File: src/rtl/input_conditioner.sv
// Button/switch front end: 2-FF synchronizers, sampled debounce, one-press pulses, one-hot mode sanitizer.
// Define BTN_REPEAT_EN to add auto-repeat pulses on held UP and DOWN.
module input_conditioner #(
  parameter int SAMPLE_DIV     = 100000,
  parameter int STABLE_SAMPLES = 20,
  parameter int REPEAT_DELAY   = 500,
  parameter int REPEAT_RATE    = 100
) (
  input  logic       MCLK,
  input  logic       RESET,
  input  logic [4:0] push_button_raw,
  input  logic [3:0] mode_raw,
  output logic [4:0] push_button_level,
  output logic [4:0] push_button_pulse,
  output logic [3:0] mode,
  output logic       mode_error,
  output logic       sample_tick
);

  localparam int NB = 9;
  localparam int DW = $clog2(SAMPLE_DIV);
  localparam int SW = $clog2(STABLE_SAMPLES + 1);
  localparam logic [DW-1:0] DIV_LAST    = DW'(SAMPLE_DIV - 1);
  localparam logic [SW-1:0] STABLE_LAST = SW'(STABLE_SAMPLES - 1);

  logic [NB-1:0] sync_q1, sync_q2;
  logic [DW-1:0] div_q;
  logic [NB-1:0] level_q, level_d;
  logic [SW-1:0] stab_q [NB];
  logic [SW-1:0] stab_d [NB];
  logic [4:0]    rise, rep, pulse_q;
  logic [3:0]    mode_lvl;
  logic          multi;

  always_ff @(posedge MCLK or posedge RESET) begin
    if (RESET) begin
      sync_q1 <= '0;
      sync_q2 <= '0;
    end else begin
      // NOTE: non-blocking so sync_q2 takes sync_q1's old value -- a real two-stage chain.
      sync_q1 <= {mode_raw, push_button_raw};
      sync_q2 <= sync_q1;
    end
  end

  always_ff @(posedge MCLK or posedge RESET) begin
    if (RESET) div_q <= '0;
    else       div_q <= (div_q == DIV_LAST) ? '0 : div_q + DW'(1);
  end

  assign sample_tick = (div_q == DIV_LAST);

  always_comb begin
    // NOTE: defaults first so every path assigns every bit and no latch is inferred.
    level_d = level_q;
    for (int i = 0; i < NB; i++) begin
      stab_d[i] = stab_q[i];
      if (sample_tick) begin
        if (sync_q2[i] == level_q[i]) begin
          stab_d[i] = '0;
        end else if (stab_q[i] == STABLE_LAST) begin
          level_d[i] = sync_q2[i];
          stab_d[i]  = '0;
        end else begin
          stab_d[i] = stab_q[i] + SW'(1);
        end
      end
    end
  end

  always_ff @(posedge MCLK or posedge RESET) begin
    if (RESET) begin
      level_q <= '0;
      // NOTE: the counter array is ordinary flops, not a RAM, so it can and must be reset.
      for (int i = 0; i < NB; i++) stab_q[i] <= '0;
    end else begin
      level_q <= level_d;
      for (int i = 0; i < NB; i++) stab_q[i] <= stab_d[i];
    end
  end

  // level_d differs from level_q only on a tick, so rise is a tick-qualified 0->1 edge
  assign rise = level_d[4:0] & ~level_q[4:0];

`ifdef BTN_REPEAT_EN
  localparam int HW = $clog2(REPEAT_DELAY + 1);
  localparam int RW = $clog2(REPEAT_RATE + 1);
  localparam logic [HW-1:0] HOLD_FULL = HW'(REPEAT_DELAY);
  localparam logic [HW-1:0] HOLD_LAST = HW'(REPEAT_DELAY - 1);
  localparam logic [RW-1:0] RATE_LAST = RW'(REPEAT_RATE - 1);

  logic [1:0] rep_k;

  for (genvar k = 0; k < 2; k++) begin : g_rep
    localparam int B = (k == 0) ? 1 : 4;
    logic [HW-1:0] hold_q;
    logic [RW-1:0] rate_q;
    logic          keep;

    // counts only ticks where the level was already high and stays high
    assign keep = level_q[B] & level_d[B];

    always_ff @(posedge MCLK or posedge RESET) begin
      if (RESET) begin
        hold_q <= '0;
        rate_q <= '0;
      end else if (sample_tick) begin
        if (!keep) begin
          hold_q <= '0;
          rate_q <= '0;
        end else if (hold_q != HOLD_FULL) begin
          hold_q <= hold_q + HW'(1);
        end else if (rate_q == RATE_LAST) begin
          rate_q <= '0;
        end else begin
          rate_q <= rate_q + RW'(1);
        end
      end
    end

    assign rep_k[k] = sample_tick & keep &
                      ((hold_q == HOLD_LAST) | ((hold_q == HOLD_FULL) & (rate_q == RATE_LAST)));
  end

  assign rep = {rep_k[1], 2'b00, rep_k[0], 1'b0};
`else
  assign rep = '0;
`endif

  // pulse is rewritten only on ticks, so each pulse lasts exactly one tick period
  always_ff @(posedge MCLK or posedge RESET) begin
    if (RESET)            pulse_q <= '0;
    else if (sample_tick) pulse_q <= rise | rep;
  end

  assign mode_lvl = level_q[8:5];
  assign multi    = |(mode_lvl & (mode_lvl - 4'd1));

  always_ff @(posedge MCLK or posedge RESET) begin
    if (RESET) begin
      mode       <= '0;
      mode_error <= 1'b0;
    end else begin
      mode_error <= multi;
      if (!multi) mode <= mode_lvl;
    end
  end

  assign push_button_level = level_q[4:0];
  assign push_button_pulse = pulse_q;

endmodule

File: config.mk
export PLATFORM = sky130hd
export DESIGN_NAME = input_conditioner
export DESIGN_NICKNAME = d
export VERILOG_FILES = /design/src/rtl/input_conditioner.sv
export SDC_FILE = /design/constraint.sdc
export NUM_CORES = 1
export LEC_CHECK = 0
export CAP_MARGIN = 20
export CELL_PAD_IN_SITES_DETAIL_PLACEMENT = 1
export CELL_PAD_IN_SITES_GLOBAL_PLACEMENT = 1
export CORE_MARGIN = 2
export CORE_UTILIZATION = 50
export CTS_CLUSTER_SIZE = 10
export DETAILED_ROUTE_END_ITERATION = 8
export MAX_ROUTING_LAYER = met4
export PLACE_DENSITY_LB_ADDON = 0.12
export SLEW_MARGIN = 20
export SYNTH_ARGS = -nofsm -noshare
export SYNTH_HDL_FRONTEND = slang
export SYNTH_SLANG_ARGS = --single-unit
File: constraint.sdc
create_clock -name MCLK -period 8.3 [get_ports MCLK]
set_clock_uncertainty 0.1 [all_clocks]
set_input_delay 1.245 -clock MCLK [delete_from_list [all_inputs] [get_ports MCLK]]
set_output_delay 1.245 -clock MCLK [all_outputs]
set_load 0.02 [all_outputs]
==> impl_metrics.env <==
export IMPL_grt_max_degree=63
export IMPL_max_slew_margin_pct=42.1
export IMPL_die_area_mm2=0.00990
export IMPL_cts_buffer_depth=2
export IMPL_grt_pass1_vias=3619
export IMPL_post_place_ws_ns=4.71
export IMPL_yosysMostFrequentCell="dfrtp_1"
export IMPL_synth_seq_cells=99
export IMPL_layout_setup_ws_ns=4.30
export IMPL_firstDrtPassIters=4
export IMPL_cp_cell_sequence="or4_4, nor4_4, buf_4, clkdlybuf4s50_1"
export IMPL_busiest_layer="met2"
export IMPL_via_per_inst=5.66
export IMPL_io_pins=27
export IMPL_start_kind="flip-flop"
export IMPL_num_antenna_cells=0
export IMPL_routed_wl_um=9460
export IMPL_setup_viol_count_final=0
export IMPL_cts_sinks=99
export IMPL_synth_top_area_cell="dfrtp_1"
export IMPL_post_route_util_pct=58.2
export IMPL_dpl_instance_area_mm2=0.00491
export IMPL_netlist_area_mm2=0.00456
export IMPL_final_min_clock_period_ns=4.00
export IMPL_gp_congestion=0.800
export IMPL_postRouteAntennaNets=0
export IMPL_met1_usage_pct=26.1
export IMPL_synthFlopType="dfrtp_1"
export IMPL_crit_arrival_ns=2.66
export IMPL_dieHeight_um=99.5
export IMPL_drv_slew=0
export IMPL_synth_edf_count=0
export IMPL_synthTopCellsByArea="dfrtp_1, nand2_1, o21ai_0"
export IMPL_hpwl_um=6430
export IMPL_wl_per_cell_um=16.0
export IMPL_placedCellCount=575
export IMPL_mappedNetlistNets=475
export IMPL_clkTransAtPathRegs_ns=0.10
export IMPL_setup_tns_ns=0
export IMPL_design_area_mm2=0.00510
export IMPL_p_per_area_mw_per_mm2=160
export IMPL_crit_fanout=19
export IMPL_drc=0
export IMPL_core_area_mm2=0.00876
export IMPL_r2r_cells=5
export IMPL_antenna_found_initial=0
export IMPL_max_clock_freq_mhz=250
export IMPL_rows=34
export IMPL_cp_slowest_stage_delay_ns=0.66
export IMPL_critPathSlowestCell="clkdlybuf4s50_1"
export IMPL_path_class="flip-flop to primary output"
export IMPL_hold_path_class="flip-flop to flip-flop"
export IMPL_synth_cell_types=37
export IMPL_ctsHoldBuffers=0
export IMPL_met3_usage_pct=4.15
export IMPL_cts_root_buf="clkbuf_8"
export IMPL_grt_ovfl_total=0
export IMPL_cap_violations=0
export IMPL_drive_gt1_share_pct=9.73
export IMPL_grt_total_usage_pct=21.6
export IMPL_clock_latency_ns=0.37
export IMPL_postSynth_asyncResetShare_pct=100
export IMPL_peakVddDrop_uv=90.9
export IMPL_synth_seq_area_share_pct=54.3
export IMPL_die_w_um=99.5
export IMPL_power_leakage_nw=2.33
export IMPL_yosysTopAreaCellShare_pct=54.3
export IMPL_hold_viol=0
export IMPL_final_cells=591
export IMPL_start_util_pct=52.0
export IMPL_postSynthAreaPerCell_um2=10.0
export IMPL_rsz0062_at_grt="no"
export IMPL_synthCells=454
export IMPL_holdPathStages=0
export IMPL_numCtsBuffers=9
export IMPL_yosys_top_cells_count="dfrtp_1, nand2_1, o21ai_0"
export IMPL_syn_to_final_growth_pct=11.8
export IMPL_worst_pin_slew_ns=0.863
export IMPL_io_buffers=26
export IMPL_cts_setup_buffers=0
export IMPL_status="complete, no violations"
export IMPL_htree_num_levels=3
export IMPL_fin_nets=499
export IMPL_finalCritPeriodShare_pct=48.2
export IMPL_grt_pass1_wl_um=16700
export IMPL_use_met2_pct=37.1
export IMPL_cts_tree="built"
export IMPL_vias=3345
export IMPL_cts_resized=0
export IMPL_end_kind="primary output"
export IMPL_ys_warn_count=0
export IMPL_drtIter0Drc=64
export IMPL_worstPathRequired_ns=6.95
==> kinds of logic (layout without fill, tap and decap cells) <==
| logic type | Yosys count | count (layout) | synth area share [%] |
|---|---|---|---|
| AND/OR/NAND/NOR | 217 | 217 | 25.0 |
| flip-flops | 99 | 99 | 54.3 |
| AO/OA/AOI/OAI | 72 | 72 | 8.37 |
| XOR/XNOR | 24 | 24 | 4.61 |
| buffers and inverters | 22 | 51 | 2.47 |
| adder cells (fa/ha/maj) | 10 | 10 | 2.74 |
| multiplexers | 10 | 10 | 2.47 |
==> registers in the layout, summed over array words and instances, names as in the netlist <==
name               count
mode_error             1
push_button_pulse      5
sync_q1                9
mode                   4
stab_q                45
div_q                 17
level_q                9
sync_q2                9
==> critical path: cells and delay by family, from the launching register on <==
kind                   cells  cell delay [ns]
buffers and inverters      2             0.97
and+or+nand+nor            2             0.88
DFF                        1             0.43
==> cell usage in the layout (no fill, tap or decap), types with 2 or more instances in the layout <==
cell | netlist | layout
nand4b_1 | 6 | 6
xor2_1 | 10 | 10
and3_1 | 4 | 4
ha_1 | 10 | 10
nand2b_1 | 13 | 13
nand4_1 | 5 | 5
nor4_1 | 6 | 6
nor4bb_1 | 8 | 8
nand3_1 | 25 | 25
a21oi_1 | 17 | 17
nand3b_1 | 5 | 5
a31oi_1 | 4 | 4
inv_6 | 0 | 2
inv_1 | 6 | 5
clkdlybuf4s50_1 | 0 | 26
xnor2_1 | 14 | 14
buf_4 | 5 | 3
inv_8 | 0 | 3
clkbuf_8 | 0 | 9
mux2_2 | 10 | 10
or2_2 | 11 | 11
nor3_1 | 3 | 3
nand2_1 | 68 | 68
nor4_4 | 0 | 2
dfrtp_1 | 99 | 99
and2_1 | 16 | 16
o22ai_1 | 2 | 2
o21ai_0 | 45 | 45
or4_4 | 2 | 2
nor2_1 | 39 | 39
==> routing by layer <==
layer,routed length [um],vias to the layer above
met5,0,-
met4,121,0
met3,206,10
met2,4890,30
met1,4230,1696
li1,-,1609
==> stage by stage <==
stage                     hold WS, ns  power (mW)
after floorplan                 0.231       0.511
after global placement          0.232       0.520
after detailed placement        0.236       0.521
after CTS                       0.254       0.828
after global routing            0.259       0.845
final                           0.252       0.816
==> worst paths after layout <==
path | from | endpoint | slack (ns)
max | div_q[11] | sample_tick | 4.30
min | sync_q1[1] | sync_q2[1] | 0.25
max reg2reg | div_q[11] | level_q[0] | 5.43
min reg2reg | sync_q1[1] | sync_q2[1] | 0.25
max in group asynchronous | RESET | div_q[9] | 5.81
min in group asynchronous | RESET | stab_q[2] | 1.14
==> report_power, final <==
part / internal [mW] / switching [mW]
registers: 0.486 / 0.00234
logic: 0.00794 / 0.0138
clock network: 0.118 / 0.188
==> layout make-up <==
type,count,area [um^2]
Tap cell,108,135
Multi-Input combinational cell,333,1990
Clock buffer,9,124
Inverter,6,25.0
Fill cell,986,3660
Timing Repair Buffer,29,283
Sequential cell,99,2480
Clock inverter,7,67.6
(Power assumes the default switching activity.)
